## src/rtl/reflector_program_if.sv

```systemverilog
// Pair-load stream between a wiring source and the programmable reflector.
interface reflector_program_if;
  logic       pair_valid;
  logic [4:0] pair_a;
  logic [4:0] pair_b;
  logic       pair_ready;

  modport master (
    output pair_valid,
    output pair_a,
    output pair_b,
    input  pair_ready
  );

  modport slave (
    input  pair_valid,
    input  pair_a,
    input  pair_b,
    output pair_ready
  );
endinterface

```

## src/rtl/reflector_program.sv

```systemverilog
// Programmable (UKW-D style) reflector: loads letter pairs into an involutive
// 26-entry wiring table, validating each pair, then serves registered lookups.
module reflector_program #(
  parameter int unsigned NUM_PAIRS = 13
) (
  input  logic                       clk,
  input  logic                       reset,
  input  logic                       start,
  reflector_program_if.slave         pair_bus,
  input  logic [4:0]                 code,
  output logic [4:0]                 val,
  output logic                       table_valid,
  output logic                       busy,
  output logic                       error,
  output logic [1:0]                 err_code
);

  typedef enum logic [1:0] {
    IDLE  = 2'd0,
    LOAD  = 2'd1,
    DONE  = 2'd2,
    ERROR = 2'd3
  } state_t;

  localparam logic [4:0] LAST_LETTER = 5'd25;
  localparam logic [3:0] LAST_PAIR   = 4'(NUM_PAIRS);

  state_t      state;
  state_t      state_next;

  logic [4:0]  tbl [26];
  logic [25:0] used;
  logic [3:0]  pair_cnt;

  logic        range_bad;
  logic        self_bad;
  logic        dup_bad;
  logic        clear;
  logic        clean;
  logic [1:0]  err_next;

  always_ff @(posedge clk or posedge reset) begin
    if (reset) begin
      state <= IDLE;
    end else begin
      state <= state_next;
    end
  end

  always_comb begin
    state_next          = state;
    clear               = 1'b0;
    clean               = 1'b0;
    err_next            = 2'd0;
    pair_bus.pair_ready = 1'b0;
    busy                = 1'b0;
    table_valid         = 1'b0;

    range_bad = (pair_bus.pair_a > LAST_LETTER) || (pair_bus.pair_b > LAST_LETTER);
    self_bad  = (pair_bus.pair_a == pair_bus.pair_b);
    // used[] is only indexed once both letters are known to be in range
    dup_bad   = 1'b0;
    if (!range_bad) begin
      dup_bad = used[pair_bus.pair_a] || used[pair_bus.pair_b];
    end

    case (state)
      IDLE, ERROR: begin
        if (start) begin
          clear      = 1'b1;
          state_next = LOAD;
        end
      end
      DONE: begin
        table_valid = 1'b1;
        if (start) begin
          clear      = 1'b1;
          state_next = LOAD;
        end
      end
      LOAD: begin
        pair_bus.pair_ready = 1'b1;
        busy                = 1'b1;
        if (pair_bus.pair_valid) begin
          if (range_bad) begin
            err_next = 2'd1;
          end else if (self_bad) begin
            err_next = 2'd2;
          end else if (dup_bad) begin
            err_next = 2'd3;
          end

          if (err_next != 2'd0) begin
            state_next = ERROR;
          end else begin
            clean = 1'b1;
            if (pair_cnt + 4'd1 == LAST_PAIR) begin
              state_next = DONE;
            end
          end
        end
      end
      default: state_next = IDLE;
    endcase
  end

  always_ff @(posedge clk or posedge reset) begin
    if (reset) begin
      for (int unsigned i = 0; i < 26; i++) begin
        tbl[i] <= 5'(i);
      end
      used     <= '0;
      pair_cnt <= '0;
    end else if (clear) begin
      for (int unsigned i = 0; i < 26; i++) begin
        tbl[i] <= 5'(i);
      end
      used     <= '0;
      pair_cnt <= '0;
    end else if (clean) begin
      tbl[pair_bus.pair_a]  <= pair_bus.pair_b;
      tbl[pair_bus.pair_b]  <= pair_bus.pair_a;
      used[pair_bus.pair_a] <= 1'b1;
      used[pair_bus.pair_b] <= 1'b1;
      pair_cnt              <= pair_cnt + 4'd1;
    end
  end

  always_ff @(posedge clk or posedge reset) begin
    if (reset) begin
      error    <= 1'b0;
      err_code <= '0;
    end else if (clear) begin
      error    <= 1'b0;
      err_code <= '0;
    end else if (err_next != 2'd0) begin
      error    <= 1'b1;
      err_code <= err_next;
    end
  end

  always_ff @(posedge clk or posedge reset) begin
    if (reset) begin
      val <= '0;
    end else if (state == DONE && code <= LAST_LETTER) begin
      val <= tbl[code];
    end else begin
      val <= '0;
    end
  end

endmodule

```

## src/flat_wrapper.sv

```systemverilog
// flat-port wrapper written by rule: the top's interface ports become plain ports
module reflector_program_flat 
#(
  parameter int unsigned NUM_PAIRS = 13
)
  (clk, reset, start, code, val, table_valid, busy, error, err_code, pair_bus_pair_valid, pair_bus_pair_a, pair_bus_pair_b, pair_bus_pair_ready);
  reflector_program_if pair_bus_i ();
  input  logic clk;
  input  logic reset;
  input  logic start;
  input  logic [4:0] code;
  output logic [4:0] val;
  output logic table_valid;
  output logic busy;
  output logic error;
  output logic [1:0] err_code;
  input wire logic [$bits(pair_bus_i.pair_valid)-1:0] pair_bus_pair_valid;
  input wire logic [$bits(pair_bus_i.pair_a)-1:0] pair_bus_pair_a;
  input wire logic [$bits(pair_bus_i.pair_b)-1:0] pair_bus_pair_b;
  output wire logic [$bits(pair_bus_i.pair_ready)-1:0] pair_bus_pair_ready;
  assign pair_bus_i.pair_valid = pair_bus_pair_valid;
  assign pair_bus_i.pair_a = pair_bus_pair_a;
  assign pair_bus_i.pair_b = pair_bus_pair_b;
  assign pair_bus_pair_ready = pair_bus_i.pair_ready;
  reflector_program #(.NUM_PAIRS(NUM_PAIRS)) u_core (.clk(clk), .reset(reset), .start(start), .pair_bus(pair_bus_i), .code(code), .val(val), .table_valid(table_valid), .busy(busy), .error(error), .err_code(err_code));
endmodule
```

## config.mk

```make
export PLATFORM = sky130hd
export DESIGN_NAME = reflector_program_flat
export DESIGN_NICKNAME = d
export VERILOG_FILES = /design/src/rtl/reflector_program_if.sv /design/src/rtl/reflector_program.sv /design/src/flat_wrapper.sv
export SDC_FILE = /design/constraint.sdc
export NUM_CORES = 1
export LEC_CHECK = 0
export ABC_AREA = 0
export BUFFER_PORTS_ARGS = -buffer_cell sky130_fd_sc_hd__buf_4
export CAP_MARGIN = 30
export CORE_ASPECT_RATIO = 1.4
export CORE_MARGIN = 2
export CORE_UTILIZATION = 35
export CTS_BUF_LIST = sky130_fd_sc_hd__clkbuf_2 sky130_fd_sc_hd__clkbuf_4 sky130_fd_sc_hd__clkbuf_8
export DETAILED_ROUTE_END_ITERATION = 8
export GPL_ROUTABILITY_DRIVEN = 0
export MAX_ROUTING_LAYER = met4
export PLACE_DENSITY = 0.46
export SYNTH_ARGS = -nofsm -noshare
export SYNTH_HDL_FRONTEND = slang
export SYNTH_SLANG_ARGS = --single-unit
```

## constraint.sdc

```tcl
create_clock -name clk -period 6.9 [get_ports clk]
set_clock_uncertainty 0.15 [all_clocks]
set_input_delay 0.345 -clock clk [delete_from_list [all_inputs] [get_ports clk]]
set_output_delay 0.345 -clock clk [all_outputs]
set_load 0.03 [all_outputs]
```

# Yosys cells after proc, flatten, opt, wreduce, memory -nomap -nowiden
# Index checks and enable logic that the tools add are counted.
classes:
  n_addsub: 1
  order_cmp: 12
  n_eq_ne: 8
  n_mux: 48
  bitwise_logic: 5
  n_reduce_logical: 14
op_table:
  columns: ["cell", "count"]
  rows:
  - ["$bwmux W130", 2]
  - ["$mux W130", 2]
  - ["$mux W26", 2]
  - ["$or A26 B26 Y26", 2]
  - ["$demux W5 S5", 2]
  - ["$mux W2", 13]
  - ["$bmux W5 S5", 1]
  - ["$mux W5", 5]
  - ["$ge A6 B6 Y1 const B", 3]
  - ["$not A5 Y6", 3]
  - ["$mux W1", 14]
  - ["$lt A5 B6 Y1 const B", 2]
  - ["$lt A6 B1 Y1 const B", 2]
  - ["$bmux W1 S5", 2]
  - ["$demux W1 S5", 2]
  - ["$ge A5 B1 Y1 const B", 2]
  - ["$gt A5 B5 Y1 const B", 2]
  - ["$mux W4", 2]
  - ["$reduce_bool A2 Y1", 4]
  - ["$eq A5 B5 Y1", 1]
  - ["$le A5 B5 Y1 const B", 1]
  - ["$logic_and A1 B1 Y1", 5]
  - ["$add A4 B1 Y4 const B", 1]
  - ["$eq A2 B2 Y1 const B", 2]
  - ["other kinds (10)", 11]
totals:
  regBits: 170
  input_bits: 19

# Depth between registers and ports, before layout
# Gate-level depths: netlist (run 1).
depth:
  depth_word: 15
  ltp_mapped: 12

# Worst setup path before layout (run 1)
# OpenSTA, ideal clock, no wires.
synth_timing:
  kind: "register -> register"
  startpoint: "register u_core.state[0]"
  endpoint: "register u_core.tbl[59] (netlist name)"
  t_arrival_ns: 2.456
  required_time_ns: 6.615
  path_slack_ns: 4.159
  path_stages_with_launch: 11
  n_path_buf: 3
  period_less_slack_ns: 2.741
  cell_sequence: "dfrtp_1 nor2b_1 nand2_1 a211oi_1 nand4_2 or2_1 buf_6 buf_6 buf_6 nor2_1 o32ai_2"
synth_via:
  elab_chain_cells: 4
synth_lines:
  columns: ["element", "line_no", "rtl"]
  rows:
  - ["from (decl)", "reflector_program.sv:28", "state_t state;"]
  - ["from (signal assigned)", "reflector_program.sv:46", "state <= state_next;"]
  - ["$eq A2 B2 Y1 / $logic_not A2 Y1 (equally long branches)", "reflector_program.sv:67", "case (state)"]
  - ["$reduce_or A3 Y1 (no line)", null, null]
  - ["$mux W1", null, null]
  - ["$mux W130 / $reduce_bool A2 Y1 (equally long branches)", null, null]
  - ["to (signal, indexed assignment)", "reflector_program.sv:116", "tbl[i] <= 5'(i);"]
  - ["to (signal, indexed assignment)", "reflector_program.sv:121", "tbl[pair_bus.pair_a] <= pair_bus.pair_b;"]
  - ["to (signal, indexed assignment)", "reflector_program.sv:122", "tbl[pair_bus.pair_b] <= pair_bus.pair_a;"]
  - ["to (decl)", "reflector_program.sv:31", "logic [4:0] tbl [26];"]
# Several ways; a longest one is shown, not always the timed one.
# A chain may end at the register's enable or synchronous reset.

# Worst setup path in the final report (run 1)
layout_timing:
  startpoint: "register u_core.state[0]"
  endpoint: "register u_core.tbl[129] (netlist name)"
# Same word-level chain as after synthesis.

==> results of run 1 <==
worst paths after layout:
check / startpoint / endpoint / slack, ps
worst max-delay path: u_core.state[0]$_DFFE_PP0P_ / u_core.tbl[129]$_DFFE_PP0P_ / 3080
min in group asynchronous: reset / u_core.tbl[112]$_DFFE_PP0P_ / 310
max in group asynchronous: reset / u_core.tbl[69]$_DFFE_PP0P_ / 4970
worst max register to register: u_core.state[0]$_DFFE_PP0P_ / u_core.tbl[129]$_DFFE_PP0P_ / 3080
worst min-delay path: code[3] / u_core.val[4]$_DFF_PP0_ / 60
worst min register to register: u_core.tbl[0]$_DFFE_PP1P_ / u_core.tbl[0]$_DFFE_PP1P_ / 330
power breakdown:
group	switching (uW)	internal, uW	leakage [uW]
logic	468	257	0.00161
clock network	415	311	0.000186
registers	108	1180	0.00214
cells in the mapped netlist (3+ instances only):
cell type | instances | area (sq um)
dfrtp_1 | 113 | 2830
a21oi_1 | 27 | 135
mux4_2 | 37 | 833
nor2_2 | 4 | 25.0
nor2_1 | 81 | 304
nor2b_1 | 11 | 68.8
a22oi_1 | 78 | 586
nand3_1 | 30 | 150
a32o_1 | 3 | 30.0
or2_2 | 4 | 25.0
a211oi_1 | 4 | 30.0
a221o_1 | 9 | 90.1
buf_6 | 7 | 78.8
a21oi_2 | 10 | 87.6
clkbuf_1 | 68 | 255
a31oi_1 | 4 | 25.0
dfstp_2 | 57 | 1500
buf_2 | 24 | 120
buf_1 | 5 | 18.8
nand2_1 | 133 | 499
a22o_1 | 9 | 78.8
or3_1 | 6 | 37.5
nand4_1 | 3 | 18.8
and3_1 | 4 | 25.0
inv_1 | 21 | 78.8
nor3_1 | 25 | 125
mux2_2 | 11 | 124
a2bb2oi_1 | 5 | 43.8
xor2_1 | 5 | 43.8
o22ai_1 | 109 | 682
o31a_1 | 18 | 158
o21ai_0 | 23 | 115
o31ai_1 | 4 | 30.0
o21a_1 | 24 | 180
mux2i_1 | 16 | 160
nand2b_1 | 10 | 62.6
o211ai_1 | 3 | 22.5
a32oi_1 | 6 | 52.6
o32a_1 | 6 | 60.1
kinds of logic (layout without fill, tap and decap cells):
family	after synthesis	after routing
AND/OR/NAND/NOR	324	324
adder cells (fa/ha/maj)	2	2
other	0	2
XOR/XNOR	5	5
multiplexers	64	64
AO/OA/AOI/OAI	365	365
flip-flops	170	170
buffers and inverters	127	93
layout make-up:
cell class	instances	area share (%)
Inverter	21	0.772
Timing Repair Buffer	40	2.84
Multi-Input combinational cell	760	48.7
Antenna cell	2	0.0461
Clock inverter	12	1.05
Clock buffer	20	2.48
Tap cell	375	4.32
Sequential cell	170	39.8
worst max-delay path, cell delays in order (launching register included):
cell,delay (ps)
dfrtp_1,420
nor2b_1,430
nand2_1,260
a211oi_1,490
nand4_2,280
or2_4,580
buf_4,440
nor2_1,430
o22ai_1,150
sequential cells by signal (all words and copies together), names as in the netlist:
register         cells
u_core.tbl         130
u_core.used         26
u_core.val           5
u_core.pair_cnt      4
u_core.err_code      2
u_core.state         2
u_core.error         1
per-stage QoR:
| stage | cells | instance area, sq um | setup WS [ps] | total power (uW) | util (%) |
|---|---|---|---|---|---|
| 2_1_floorplan | 1057 | 10100 | 1900 | 1790 | - |
| 3_3_place_gp | 1363 | 10400 | 2750 | 2030 | 36.6 |
| 3_5_place_dp | 1363 | 10400 | 2660 | 2020 | 36.6 |
| 4_1_cts | 1398 | 10900 | 3050 | 2760 | 38.1 |
| 5_1_grt | 1400 | 10900 | 2760 | 2880 | 38.1 |
| 6_report | 1400 | 10900 | 3080 | 2740 | 38.1 |
what timing repair did:
item,CTS,global route
hold buffers,3,0
resized for setup,0,0
endpoints found under the hold margin,38,0
setup endpoints to repair,0,0
layer usage:
| metal | vias to the layer above | part of all wire, % | track usage, % | routed length [microns] |
|---|---|---|---|---|
| met5 | - | 0 | - | 0 |
| met4 | 0 | 4.0 | 11.9 | 1520 |
| met3 | 74 | 5.5 | 5.17 | 2080 |
| met2 | 290 | 50 | 44.0 | 19000 |
| met1 | 4510 | 41 | 32.1 | 15600 |
| li1 | 3909 | - | - | - |
==> flow_metrics.env, run 1 <==
export IMPL_antenna_found_initial=2
export IMPL_drc=0
export IMPL_cp_required_ps=7130
export IMPL_layout_commonest_cell="nand2_1"
export IMPL_via_per_inst=6.27
export IMPL_drt_initial_drc_count=969
export IMPL_io_buffers=29
export IMPL_clk_pin_slew_worst_paths_ps=100
export IMPL_synth_top_family_by_area="compound AO/OA/AOI/OAI gates"
export IMPL_grt_pass1_vias=9015
export IMPL_design_core_area_sq_um=28500
export IMPL_fmax_mhz=262
export IMPL_final_cell_mix="133 x nand2_1, 113 x dfrtp_1, 109 x o22ai_1"
export IMPL_syn_area_per_cell_sq_um=9.60
export IMPL_worst_pin_slew_ps=858
export IMPL_io_pins=30
export IMPL_cp_end_kind="register"
export IMPL_synth_area_sq_um=10100
export IMPL_drt_total_wl_microns=38100
export IMPL_cts_root_buf="clkbuf_8"
export IMPL_fp_dieH_microns=205
export IMPL_synthArstFlopShare_pct=100
export IMPL_grtUsageTotal_pct=26.8
export IMPL_crit_fanout=63
export IMPL_hold_path_class="input port to register"
export IMPL_rsz0062_at_grt="false"
export IMPL_setup_viol=0
export IMPL_yosysWarnings=0
export IMPL_synth_distinct_cells=66
export IMPL_irDropWorstVdd_mv=0.122
export IMPL_yosys_area_share_simple_pct=14.3
export IMPL_startpoint_type="register"
export IMPL_synth_seq_cells=170
export IMPL_postSynthCellCount=1057
export IMPL_min_path_cells=3
export IMPL_synth_compound_area_share_pct=25.8
export IMPL_num_vias=8783
export IMPL_multiInputGateArea_sq_um=5280
export IMPL_fin_nets=1031
export IMPL_layout_area_seq_sq_um=4330
export IMPL_synthXorXnorAreaFrac_pct=0.432
export IMPL_cts_num_sinks=170
export IMPL_grt_max_degree=68
export IMPL_final_setup_tns_ps=0
export IMPL_p_leak_uw=0.00394
export IMPL_drt_first_pass_iters=6
export IMPL_clk_insertion_delay_late_ps=520
export IMPL_fin_crit_sh_pct=55.4
export IMPL_whs_ps=55.8
export IMPL_floorplan_initialDensity_pct=35.6
export IMPL_period_minus_slack_ps=3820
export IMPL_numCtsBuffers=17
export IMPL_synth_edf_count=0
export IMPL_syn_to_final_growth_pct=6.97
export IMPL_criticalPathCategory="register to register"
export IMPL_cts_buffer_depth=2
export IMPL_synthesis_nets=1078
export IMPL_arrival_ps=4060
export IMPL_slew_viol_final=0
export IMPL_cts_tree="done"
export IMPL_hpwl_microns=25200
export IMPL_rr_worst_depth=8
export IMPL_gr_total_overflow=0
export IMPL_wire_per_inst_microns=27.2
export IMPL_drive_gt1_share_pct=20.2
export IMPL_synthAdderAreaFrac_pct=0.247
export IMPL_postRouteAntennaNets=0
export IMPL_maxCapViolCount=0
export IMPL_htree_levels=4
export IMPL_cts_setup_buffers=0
export IMPL_die_area_sq_um=30400
export IMPL_seq_area_frac_synth_pct=42.6
export IMPL_maxSlewHeadroom_pct=42.8
export IMPL_rows=73
export IMPL_synthMuxAreaShare_pct=11.0
export IMPL_ys_flop_type="dfrtp_1"
export IMPL_die_w_microns=148
export IMPL_grt_pass1_wl_microns=58700
export IMPL_final_fill_count=2924
export IMPL_power_density_nw_per_um2=252
export IMPL_final_hold_viol_count=0
export IMPL_status="completed"
No activity file was read; power rests on OpenSTA's default activity.
==> inputs of run 2 (changes only) <==
--- a/config.mk
+++ b/config.mk
@@ -5,7 +5,7 @@
 export SDC_FILE = /design/constraint.sdc
 export NUM_CORES = 1
 export LEC_CHECK = 0
-export ABC_AREA = 0
+export ABC_AREA = 1
 export BUFFER_PORTS_ARGS = -buffer_cell sky130_fd_sc_hd__buf_4
 export CAP_MARGIN = 30
 export CORE_ASPECT_RATIO = 1.4
==> constraint.sdc (replaced) <==
create_clock -name clk -period 3.75 [get_ports clk]
set_clock_uncertainty 0.15 [all_clocks]
set_input_delay 0.1875 -clock clk [delete_from_list [all_inputs] [get_ports clk]]
set_output_delay 0.1875 -clock clk [all_outputs]
set_load 0.03 [all_outputs]
==> flow_metrics.env, run 2 <==
export IMPL_synth_common_cells="553 x nand2_1, 203 x nand3_1, 113 x dfrtp_1"
export IMPL_p_leak_uw=0.00569
export IMPL_cp_required_ps=4060
export IMPL_via_per_inst=5.69
export IMPL_crit_top_cell="nand2_1"
export IMPL_drt_first_pass_iters=8
export IMPL_fin_nets=1607
export IMPL_floorplan_initialDensity_pct=35.7
export IMPL_final_setup_tns_ps=0
export IMPL_syn_area_per_cell_sq_um=6.93
export IMPL_grt_max_degree=117
export IMPL_clk_pin_slew_worst_paths_ps=100
export IMPL_cts_buffer_depth=2
export IMPL_path_delay_family="buffers and inverters"
export IMPL_postRouteAntennaNets=0
export IMPL_irDropWorstVdd_mv=0.389
export IMPL_layout_commonest_cell="nand2_1"
export IMPL_num_vias=11300
export IMPL_maxCapViolCount=0
export IMPL_setup_viol=0
export IMPL_crit_path_cell_trace="dlygate4sd3_1 -> buf_4 -> inv_2 -> nor2_1 -> nand2_1 -> nand2_2 -> nand2_1 -> nand2_1 -> nor2_1 -> nand2_1 -> nor2_4 -> buf_4 -> nand4_1 -> nand2_1 -> nand2_1 -> nand2_1 -> dlygate4sd3_1"
export IMPL_antenna_found_initial=0
export IMPL_wire_per_inst_microns=22.9
export IMPL_gr_total_overflow=0
export IMPL_synth_top_area_cell="dfrtp_1"
export IMPL_fmax_mhz=289
export IMPL_worst_pin_slew_ps=947
export IMPL_io_pins=30
export IMPL_numCtsBuffers=17
export IMPL_fin_crit_sh_pct=92.2
export IMPL_diodes=0
export IMPL_seq_area_frac_synth_pct=39.2
export IMPL_synth_seq_cells=170
export IMPL_power_density_nw_per_um2=505
export IMPL_syn_to_final_growth_pct=10.1
export IMPL_die_area_sq_um=33000
export IMPL_design_core_area_sq_um=30900
export IMPL_criticalPathCategory="input port to register"
export IMPL_cts_tree="done"
export IMPL_largestRegisters="u_core.tbl (130), u_core.used (26), u_core.val (5)"
export IMPL_cts_num_sinks=170
export IMPL_hold_path_class="input port to register"
export IMPL_fp_dieH_microns=214
export IMPL_synth_edf_count=0
export IMPL_whs_ps=36.5
export IMPL_io_buffers=29
export IMPL_synthArstFlopShare_pct=100
export IMPL_grtUsageTotal_pct=28.7
export IMPL_cts_root_buf="clkbuf_8"
export IMPL_rsz0062_at_grt="false"
export IMPL_clk_insertion_delay_late_ps=520
export IMPL_drc=0
export IMPL_cp_end_kind="register"
export IMPL_crit_fanout=23
export IMPL_rows=76
export IMPL_yosysMostFrequentCell="nand2_1"
export IMPL_netlist_area_leader_share_pct=25.6
export IMPL_hpwl_microns=31300
export IMPL_drt_initial_drc_count=954
export IMPL_synth_distinct_cells=38
export IMPL_grt_pass1_wl_microns=68700
export IMPL_die_w_microns=154
export IMPL_yosys_top_cells_area="dfrtp_1 26%, nand2_1 19%, dfstp_2 14%"
export IMPL_cpMaxStageDelayCell="dlygate4sd3_1"
export IMPL_maxSlewHeadroom_pct=36.9
export IMPL_cp_num_buf_inv=5
export IMPL_synth_area_sq_um=11000
export IMPL_status="completed"
export IMPL_final_hold_viol_count=0
export IMPL_cts_setup_buffers=0
export IMPL_synthesis_nets=1614
export IMPL_startpoint_type="input port"
export IMPL_top_register="u_core.tbl"
export IMPL_arrival_ps=3770
export IMPL_final_cell_mix="552 x nand2_1, 203 x nand3_1, 113 x dfrtp_1"
export IMPL_period_minus_slack_ps=3460
export IMPL_yosysWarnings=0
export IMPL_largest_reg_flops=130
export IMPL_htree_levels=4
export IMPL_ys_flop_type="dfrtp_1"
export IMPL_critPathMaxStageDelay_ps=550
export IMPL_postSynthCellCount=1593
export IMPL_drive_gt1_share_pct=11.4
export IMPL_drt_total_wl_microns=45500
export IMPL_grt_pass1_vias=11000
export IMPL_slew_viol_final=0
run 2: cell types whose count changed after synthesis, sizes merged, moves of 18 or more:
cell and change:
o31a -18, o211ai +39, o21a -24, o21ai +18, nand4 +25, mux4 -37, nor2 +26, a22oi -70
nand2 +421, o22ai -54, nand3 +174, inv +90, o221ai +23, a21oi +60
run 2: repair_timing:
action / 4_1_cts / 5_1_grt
resized for setup: 0 / 0
hold endpoints to repair: 131 / 0
hold buffers: 12 / 0
run 2: metrics by stage:
| stage | area, sq um | setup WS [ps] | utilization, % | instances | power (uW) |
|---|---|---|---|---|---|
| finish | 12100 | 294 | 39.3 | 1989 | 6130 |
| global route | 12100 | 216 | 39.3 | 1989 | 6480 |
| CTS | 12100 | 406 | 39.3 | 1989 | 6160 |
| detailed placement | 11600 | 611 | 37.6 | 1945 | 4740 |
| global placement | 11600 | 662 | 37.6 | 1945 | 4740 |
| floorplan | 11000 | 1290 | - | 1593 | 4010 |
run 2: worst paths after layout:
check / start / end / slack, ps / cells past startpoint
max in group asynchronous: reset / u_core.tbl[45]$_DFFE_PP0P_ / 2580 / 4
min: pair_bus_pair_a[4] / u_core.tbl[59]$_DFFE_PP0P_ / 40 / 5
max: pair_bus_pair_a[0] / u_core.state[1]$_DFFE_PP0P_ / 290 / 17
max reg2reg: u_core.used[9]$_DFFE_PP0P_ / u_core.state[1]$_DFFE_PP0P_ / 820 / 15
min in group asynchronous: reset / u_core.tbl[103]$_DFFE_PP0P_ / 190 / 4
min reg2reg: u_core.tbl[29]$_DFFE_PP1P_ / u_core.tbl[29]$_DFFE_PP1P_ / 320 / 2
run 2: cell families (layout without fill, tap and decap cells):
group / after synthesis / in the layout / synth area share, %
compound gates: 287 / 287 / 16.2
xor+xnor: 3 / 3 / 0.238
fa+ha+maj: 2 / 2 / 0.227
buf+inv: 223 / 229 / 8.50
flops: 170 / 170 / 39.2
mux: 2 / 2 / 0.181
simple gates: 906 / 906 / 35.5
run 2: layout make-up:
class / instances / area (sq um)
Fill cell: 3330 / 18800
Multi-Input combinational cell: 1200 / 5790
Sequential cell: 170 / 4330
Timing Repair Buffer: 82 / 721
Tap cell: 390 / 488
Inverter: 115 / 435
Clock buffer: 24 / 293
Clock inverter: 8 / 97.6
run 2: where the power goes:
group | switching, uW | internal (uW) | leakage (uW)
clock | 736 | 649 | 0.000197
combinational | 1520 | 634 | 0.00333
sequential | 217 | 2370 | 0.00216
total | 2470 | 3660 | 0.00569
run 2: tightest hold or removal path, delay by kind of cell:
family,cells,cell delay [ps]
buffers and inverters,1,190
AND/OR/NAND/NOR,3,220
AO/OA/AOI/OAI,1,70
run 2: per-layer routing:
layer  track usage, %  wire (microns)  share of wire (%)
met5                -               0                  0
met3             3.01            1960                4.3
met2             45.9           22000                 48
met4             13.7            2060                4.5
met1             36.3           19500                 43
